--- config.mk ---
export PLATFORM = sky130hd
export DESIGN_NAME = spi_master_engine
export DESIGN_NICKNAME = d
export VERILOG_FILES = /design/src/rtl/spi_master_engine.sv
export SDC_FILE = /design/constraint.sdc
export NUM_CORES = 1
export LEC_CHECK = 0
export ABC_AREA = 1
export CAP_MARGIN = 20
export CORE_ASPECT_RATIO = 0.75
export CORE_UTILIZATION = 47
export CTS_CLUSTER_DIAMETER = 40
export DETAILED_ROUTE_END_ITERATION = 10
export GPL_TIMING_DRIVEN = 1
export PLACE_DENSITY = 0.74
export SYNTH_ARGS = -nofsm -noshare
export SYNTH_HDL_FRONTEND = slang
export SYNTH_SLANG_ARGS = --single-unit
export TNS_END_PERCENT = 50
--- constraint.sdc ---
create_clock -name sys_clk -period 1.2 [get_ports sys_clk]
set_input_delay 0.24 -clock sys_clk [delete_from_list [all_inputs] [get_ports sys_clk]]
set_output_delay 0.24 -clock sys_clk [all_outputs]
set_load 0.02 [all_outputs]
--- src/rtl/spi_master_engine.sv ---
// SPI initiator: drives SS (active-high), SCLK (idle low) and MOSI, captures MISO.
// Data is sampled on SCLK rise and changed on SCLK fall, MSB first.
module spi_master_engine #(
  parameter int DATA_SIZE = 8,
  parameter int CLK_DIV   = 4
) (
  input  logic                 sys_clk,
  input  logic                 rst_n,
  input  logic                 start,
  input  logic [DATA_SIZE-1:0] tx_data,
  output logic                 busy,
  output logic                 done_sig,
  output logic [DATA_SIZE-1:0] rx_data,
  output logic                 ss_out,
  output logic                 sclk_out,
  output logic                 mosi_out,
  input  logic                 miso_in
);

  localparam int CW = (CLK_DIV > 1) ? $clog2(CLK_DIV) : 1;
  localparam int BW = (DATA_SIZE > 1) ? $clog2(DATA_SIZE) : 1;
  localparam logic [CW-1:0] DIV_LAST = CW'(CLK_DIV - 1);
  localparam logic [BW-1:0] BIT_LAST = BW'(DATA_SIZE - 1);

  typedef enum logic [2:0] {
    IDLE  = 3'd0,
    SETUP = 3'd1,
    HIGH  = 3'd2,
    LOW   = 3'd3,
    HOLD  = 3'd4,
    GAP   = 3'd5
  } state_t;

  state_t               state_r, state_nxt_s;
  logic [CW-1:0]        div_cnt_r, div_nxt_s;
  logic [BW-1:0]        bit_cnt_r, bit_nxt_s;
  // One register serves both directions: MSB shifts out, MISO shifts in at LSB.
  logic [DATA_SIZE-1:0] sh_r, sh_nxt_s, shifted_s;
  logic                 busy_nxt_s, done_nxt_s, ss_nxt_s, sclk_nxt_s, mosi_nxt_s;
  logic [DATA_SIZE-1:0] rx_nxt_s;
  logic                 div_end_s;

  // Next-state and next-output logic for the transfer sequencer.
  always_comb begin
    state_nxt_s  = state_r;
    div_nxt_s    = div_cnt_r;
    bit_nxt_s    = bit_cnt_r;
    sh_nxt_s     = sh_r;
    busy_nxt_s   = busy;
    done_nxt_s   = 1'b0;
    rx_nxt_s     = rx_data;
    ss_nxt_s     = ss_out;
    sclk_nxt_s   = sclk_out;
    mosi_nxt_s   = mosi_out;
    div_end_s    = (div_cnt_r == DIV_LAST);
    shifted_s    = sh_r << 1;
    shifted_s[0] = miso_in;

    case (state_r)
      IDLE: begin
        if (start) begin
          sh_nxt_s    = tx_data;
          ss_nxt_s    = 1'b1;
          busy_nxt_s  = 1'b1;
          mosi_nxt_s  = tx_data[DATA_SIZE-1];
          div_nxt_s   = '0;
          bit_nxt_s   = '0;
          state_nxt_s = SETUP;
        end else begin
          state_nxt_s = IDLE;
        end
      end
      SETUP, LOW: begin
        if (div_end_s) begin
          div_nxt_s   = '0;
          sclk_nxt_s  = 1'b1;
          sh_nxt_s    = shifted_s;
          state_nxt_s = HIGH;
        end else begin
          div_nxt_s = div_cnt_r + CW'(1);
        end
      end
      HIGH: begin
        if (div_end_s) begin
          div_nxt_s  = '0;
          sclk_nxt_s = 1'b0;
          if (bit_cnt_r == BIT_LAST) begin
            state_nxt_s = HOLD;
          end else begin
            // After the sampling shift, the MSB already holds the next bit to send.
            bit_nxt_s   = bit_cnt_r + BW'(1);
            mosi_nxt_s  = sh_r[DATA_SIZE-1];
            state_nxt_s = LOW;
          end
        end else begin
          div_nxt_s = div_cnt_r + CW'(1);
        end
      end
      HOLD: begin
        if (div_end_s) begin
          div_nxt_s   = '0;
          ss_nxt_s    = 1'b0;
          mosi_nxt_s  = 1'b0;
          rx_nxt_s    = sh_r;
          done_nxt_s  = 1'b1;
          state_nxt_s = GAP;
        end else begin
          div_nxt_s = div_cnt_r + CW'(1);
        end
      end
      GAP: begin
        if (div_end_s) begin
          div_nxt_s   = '0;
          busy_nxt_s  = 1'b0;
          state_nxt_s = IDLE;
        end else begin
          div_nxt_s = div_cnt_r + CW'(1);
        end
      end
      default: begin
        div_nxt_s   = '0;
        bit_nxt_s   = '0;
        busy_nxt_s  = 1'b0;
        ss_nxt_s    = 1'b0;
        sclk_nxt_s  = 1'b0;
        mosi_nxt_s  = 1'b0;
        state_nxt_s = IDLE;
      end
    endcase
  end

  // State, counters, shift register and registered outputs.
  always_ff @(posedge sys_clk or negedge rst_n) begin
    if (!rst_n) begin
      state_r   <= IDLE;
      div_cnt_r <= '0;
      bit_cnt_r <= '0;
      sh_r      <= '0;
      busy      <= 1'b0;
      done_sig  <= 1'b0;
      rx_data   <= '0;
      ss_out    <= 1'b0;
      sclk_out  <= 1'b0;
      mosi_out  <= 1'b0;
    end else begin
      state_r   <= state_nxt_s;
      div_cnt_r <= div_nxt_s;
      bit_cnt_r <= bit_nxt_s;
      sh_r      <= sh_nxt_s;
      busy      <= busy_nxt_s;
      done_sig  <= done_nxt_s;
      rx_data   <= rx_nxt_s;
      ss_out    <= ss_nxt_s;
      sclk_out  <= sclk_nxt_s;
      mosi_out  <= mosi_nxt_s;
    end
  end

endmodule

# ---- Word level (Yosys, flattened, before mapping)
# Cells that the tools add are included.
dict set report classes {
  add_sub_neg 2
  eq_ne 13
  reduce_logical 17
  mux 29
  bitwise_logic 5
}
# operator count
set ops {}
lappend ops {{$mux W3} 8}
lappend ops {{$mux W8} 2}
lappend ops {{$pmux W8 S2} 1}
lappend ops {{$pmux W3 S5} 1}
lappend ops {{$ne A2 B2 Y1 const B} 6}
lappend ops {{$reduce_and A3 Y1} 4}
lappend ops {{$reduce_or A4 Y1} 3}
lappend ops {{$eq A3 B3 Y1 const B} 3}
lappend ops {{$mux W1} 9}
lappend ops {{$pmux W1 S3} 3}
lappend ops {{$pmux W3 S3} 1}
lappend ops {{$reduce_and A4 Y1} 2}
lappend ops {{$eq A3 B2 Y1 const B} 2}
lappend ops {{$reduce_or A3 Y1} 2}
lappend ops {{$not A1 Y1} 5}
lappend ops {{$reduce_and A5 Y1} 1}
lappend ops {{$reduce_or A5 Y1} 1}
lappend ops {{$mux W2} 2}
lappend ops {{$pmux W1 S4} 1}
lappend ops {{$pmux W2 S2} 1}
lappend ops {{$add A3 B1 Y3 const B} 1}
lappend ops {{$eq A3 B1 Y1 const B} 1}
lappend ops {{$logic_not A3 Y1} 1}
lappend ops {{$add A2 B1 Y2 const B} 1}
lappend ops {{other kinds (4)} 4}
dict set report word_totals {
  inputBits 12
  output_inout_bits 13
  register_bits 29
  word_cells 76
}

# ---- Longest topological paths before layout
dict set report depth {
  depth_word 4
  depth_mapped 9
  mapped_depth_nobuf 8
}

# ---- Worst setup path after synthesis
# No wires, ideal clock.
dict set report synth_path {
  path_type {reg2reg}
  from {register div_cnt_r[0]}
  to {register sh_r[1]}
  period_less_slack_ps 1317
  required_ps 1077
  n_path_buf 1
  path_stages_with_launch 8
  setup_time_ps 123
  arrival_ps 1194
  path_slack_ps -117
  cell_sequence {dfrtp_1 -> ha_1 -> inv_1 -> nand2_2 -> and2_4 -> nand2_8 -> buf_12 -> o21ai_1}
}
dict set report synth_via {
  elab_chain_len 3
}
# element line_no
set synth_rtl {}
lappend synth_rtl {{start: declaration} 35} ;# logic [CW-1:0] div_cnt_r, div_nxt_s;
lappend synth_rtl {{start signal: assignment} 147} ;# div_cnt_r <= div_nxt_s;
lappend synth_rtl {{$eq A2 B2 Y1} 55} ;# div_end_s = (div_cnt_r == DIV_LAST);
lappend synth_rtl {{$ne A2 B2 Y1 (no source line)} -}
lappend synth_rtl {{$reduce_and A3 Y1 (no source line)} -}
lappend synth_rtl {{end signal: assignment} 149} ;# sh_r <= sh_nxt_s;
lappend synth_rtl {{end: declaration} 38} ;# logic [DATA_SIZE-1:0] sh_r, sh_nxt_s, shifted_s;
# No other way between the ends.
# A chain may end at the register's enable or synchronous reset.

# ---- Final worst setup path
dict set report layout_path {
  from {register state_r[2]}
  to {register sh_r[1]}
}
dict set report layout_via {
  elab_chain_len 4
  elab_cells_between_ends 9
  classes_between {4 x eq/ne; 1 x mux; 4 x reduce/logical}
}
# element line_no
set layout_rtl {}
lappend layout_rtl {{start: declaration} 34} ;# state_t state_r, state_nxt_s;
lappend layout_rtl {{start signal: assignment} 146} ;# state_r <= state_nxt_s;
lappend layout_rtl {{$eq A3 B1 Y1 / $eq A3 B2 Y1 (equally long branches)} 59} ;# case (state_r)
lappend layout_rtl {{$reduce_or A2 Y1} 59}
lappend layout_rtl {{$ne A2 B2 Y1 (no source line) / $reduce_bool A2 Y1 (equally long branches)} -}
lappend layout_rtl {{$reduce_and A3 Y1 (no source line)} -}
# Several ways; a longest one is shown, not always the timed one.

==> summary.txt <==
Synth
  • Register area share after synthesis: 47.4%
  • Area leader, netlist: dfrtp_1
  • Synth warn: 0
  • Synth top area cells: dfrtp_1 47%, nand2_1 16%, inv_1 4.7%
  • Share of the synthesized area in the top cell type: between 40% and 50%
  • Synthesized Nets: 205
  • Cell count after synthesis: 190
  • Netlist cell types: 26
  • Synthesized cell area: 1530 µm²
  • Yosys reg bits: 29
  • Syn_area_per_cell: slightly above 8 µm²

Clock network
  • Clock latency on the worst-skew pair: approximately 290 ps
  • Total CTS buffers: 5
  • Clk slew on worst S/H paths: 70 ps
  • Max Root-Sink Buffers: 2
  • Clk sinks: 29
  • CTS tree: built
  • H-tree levels: 2
  • Clock Tree Root: clkbuf_8
  • Hold buffers post-CTS: 0

Route
  • DRC errors left: 0
  • Average routed wire per standard cell: approximately 14 µm
  • WL final: 3980 µm
  • Post-DR vias/cell: approximately 5.2
  • First DRT Iteration DRCs: about 100
  • Antenna-violating nets left: 0
  • DRT Pass-1 Iters: 5
  • DR vias: 1448

Run status
  • Failing checks: setup timing
  • Run status: finished with violations

Critical path
  • R2r startpoint: state_r[2]$_DFFE_PN0P_
  • Setup slack, reg-to-reg: -150 ps
  • Cells on worst reg2reg path: 7
  • CP Capture Type: flip-flop
  • Reg-to-reg endpoint: sh_r[1]$_DFFE_PN0P_
  • Req. time, crit path: between 1000 and 1500 ps
  • WP data arrival: 1560 ps
  • Largest fanout on the critical path: 8
  • CP endpoint: sh_r[1]$_DFFE_PN0P_
  • Critical path class: flip-flop to flip-flop
  • Crit path from: state_r[2]$_DFFE_PN0P_
  • Startpoint types: flip-flop

Global routing
  • Global routing usage on met3: between 10% and 20%
  • Largest net degree at the start of global routing: 30
  • Gr ovfl total: 0
  • GR Util met2: 39.4%
  • Met1 GRT Util: 33.6%
  • First-pass GRT wire length: ~6500 µm
  • Gr usage total: 26.3%
  • Number of global-route vias before repair: 1404
  • Global routing's busiest layer: met2
  • Initial antenna violation count: 0

Die
  • Die Area: 3490 µm²
  • Starting Density: between 50% and 60%
  • Core footprint: 3020 µm²
  • Row count: 17
  • Die height: 51.4 µm
  • Io pins: 25
  • Die W: slightly below 70 µm

Placed design
  • Input/output buffers: 24
  • Hpwl dp: 2550 µm
  • Placer congestion estimate: 0.940
  • Worst slack, placed: -201 ps

Timing
  • Total negative slack: -1730 ps
  • Hold WS: 307 ps
  • Slew Limit Headroom: 82.1%
  • Final hold vios: 0
  • Layout Skew: 6.80 ps
  • Pins Over Slew Limit: 0
  • Minimum clock period: 1350 ps
  • Fmax: 0.743 GHz
  • Worst slew pin tran: 268 ps
  • Final Cycle Share: 112%
  • Final setup viols: 17
  • Worst setup margin: -145 ps
  • Unrepaired setup endpoints after global routing: yes

Power
  • Maximum VDD drop: 0.812 mV
  • Leakage power total: 0.00110 µW
  • PwrDens: 901 nW/µm²

Cells and area
  • Nets@finish: 255
  • # diodes: 0
  • Syn-to-layout area delta: 46.4%
  • FILL cells: 210
  • Share of cells above drive strength 1: 39.4%
  • Most common cell after layout, fill and taps aside: nand2_1
  • Commonest non-fill, non-tap cells in the layout: 53 x nand2_1, 26 x dfrtp_1, 18 x buf_4, 16 x inv_1, 14 x o21ai_1
  • Final core occ: between 70% and 80%

Min path
  • Min-delay worst type: input port to async pin

Job
  • Maxcap violations: 0
-- logic make-up (layout without fill, tap and decap cells) --
logic type      count (synthesis)  count (layout)  synth area share [%]
buf+inv                        27              77                  9.07
simple gates                  103             104                  31.2
fa+ha+maj                       3               3                  2.45
compound gates                 28              28                  9.89
flops                          29              29                  47.4
-- per-layer routing --
metal | share of wire [%] | vias up | wire [µm]
met5 | 0 | - | 0
li1 | - | 706 | -
met3 | 5.5 | 12 | 220
met4 | 2.2 | 0 | 86
met1 | 44 | 681 | 1750
met2 | 48 | 49 | 1920
-- cells in the mapped netlist (all sizes together) --
master / number
inv: 22
ha: 3
nand2: 72
nor2: 15
buf: 5
a22o: 1
o21ai: 26
nand3b: 1
nand3: 11
nor3: 1
nand4: 2
and2: 1
a21oi: 1
dfrtp: 29
-- state kept, by name, indices dropped and copies added, names as in the netlist --
name,flops
bit_cnt_r,3
busy,1
div_cnt_r,2
ss_out,1
sh_r,8
mosi_out,1
sclk_out,1
rx_data,8
state_r,3
done_sig,1
-- where the power goes --
part           internal, µW  switching, µW
logic                  52.6           47.4
clock network           518            406
registers               988           8.10
total                  1560            462
-- worst min path at each step --
stage / depth (start not counted) / endpoint
after floorplan: 0 / bit_cnt_r[0]$_DFFE_PN0P_
after global placement: 2 / ss_out$_DFFE_PN0P_
after detailed placement: 2 / mosi_out$_DFFE_PN0P_
after CTS: 2 / rx_data[6]$_DFFE_PN0P_
after global routing: 2 / bit_cnt_r[0]$_DFFE_PN0P_
final: 2 / rx_data[6]$_DFFE_PN0P_
-- stage by stage --
stage / std cells / instance area (µm²) / power [µW]
2_1_floorplan: 190 / 1550 / 1030
3_3_place_gp: 266 / 1950 / 1100
3_5_place_dp: 266 / 1950 / 1110
4_1_cts: 278 / 2170 / 2020
5_1_grt: 279 / 2240 / 2070
6_report: 279 / 2240 / 2020
-- repair_timing --
action,in CTS,in global routing
setup endpoints to repair,40,33
buffers inserted,3,1
cloned,1,0
pin swaps,5,3
gates resized for setup,53,36
-- worst max-delay path: stages, from the launching register on --
cell	delay [ps]
dfrtp_2	510
buf_12	170
nor2_8	80
nand2_2	70
and2_4	210
nand2_8	100
nand2_1	50
o21ai_1	70
-- area by class of cell --
type | count | area (µm²) | area share, %
flip-flops and latches | 29 | 729 | 32.5
clock buffers | 7 | 96.3 | 4.30
multi-input cells | 135 | 823 | 36.7
inverters | 22 | 97.6 | 4.35
clock inverters | 1 | 5.00 | 0.223
repair buffers | 47 | 443 | 19.8
well taps | 38 | 47.5 | 2.12
Note: power is estimated with default switching activity, not from simulation.
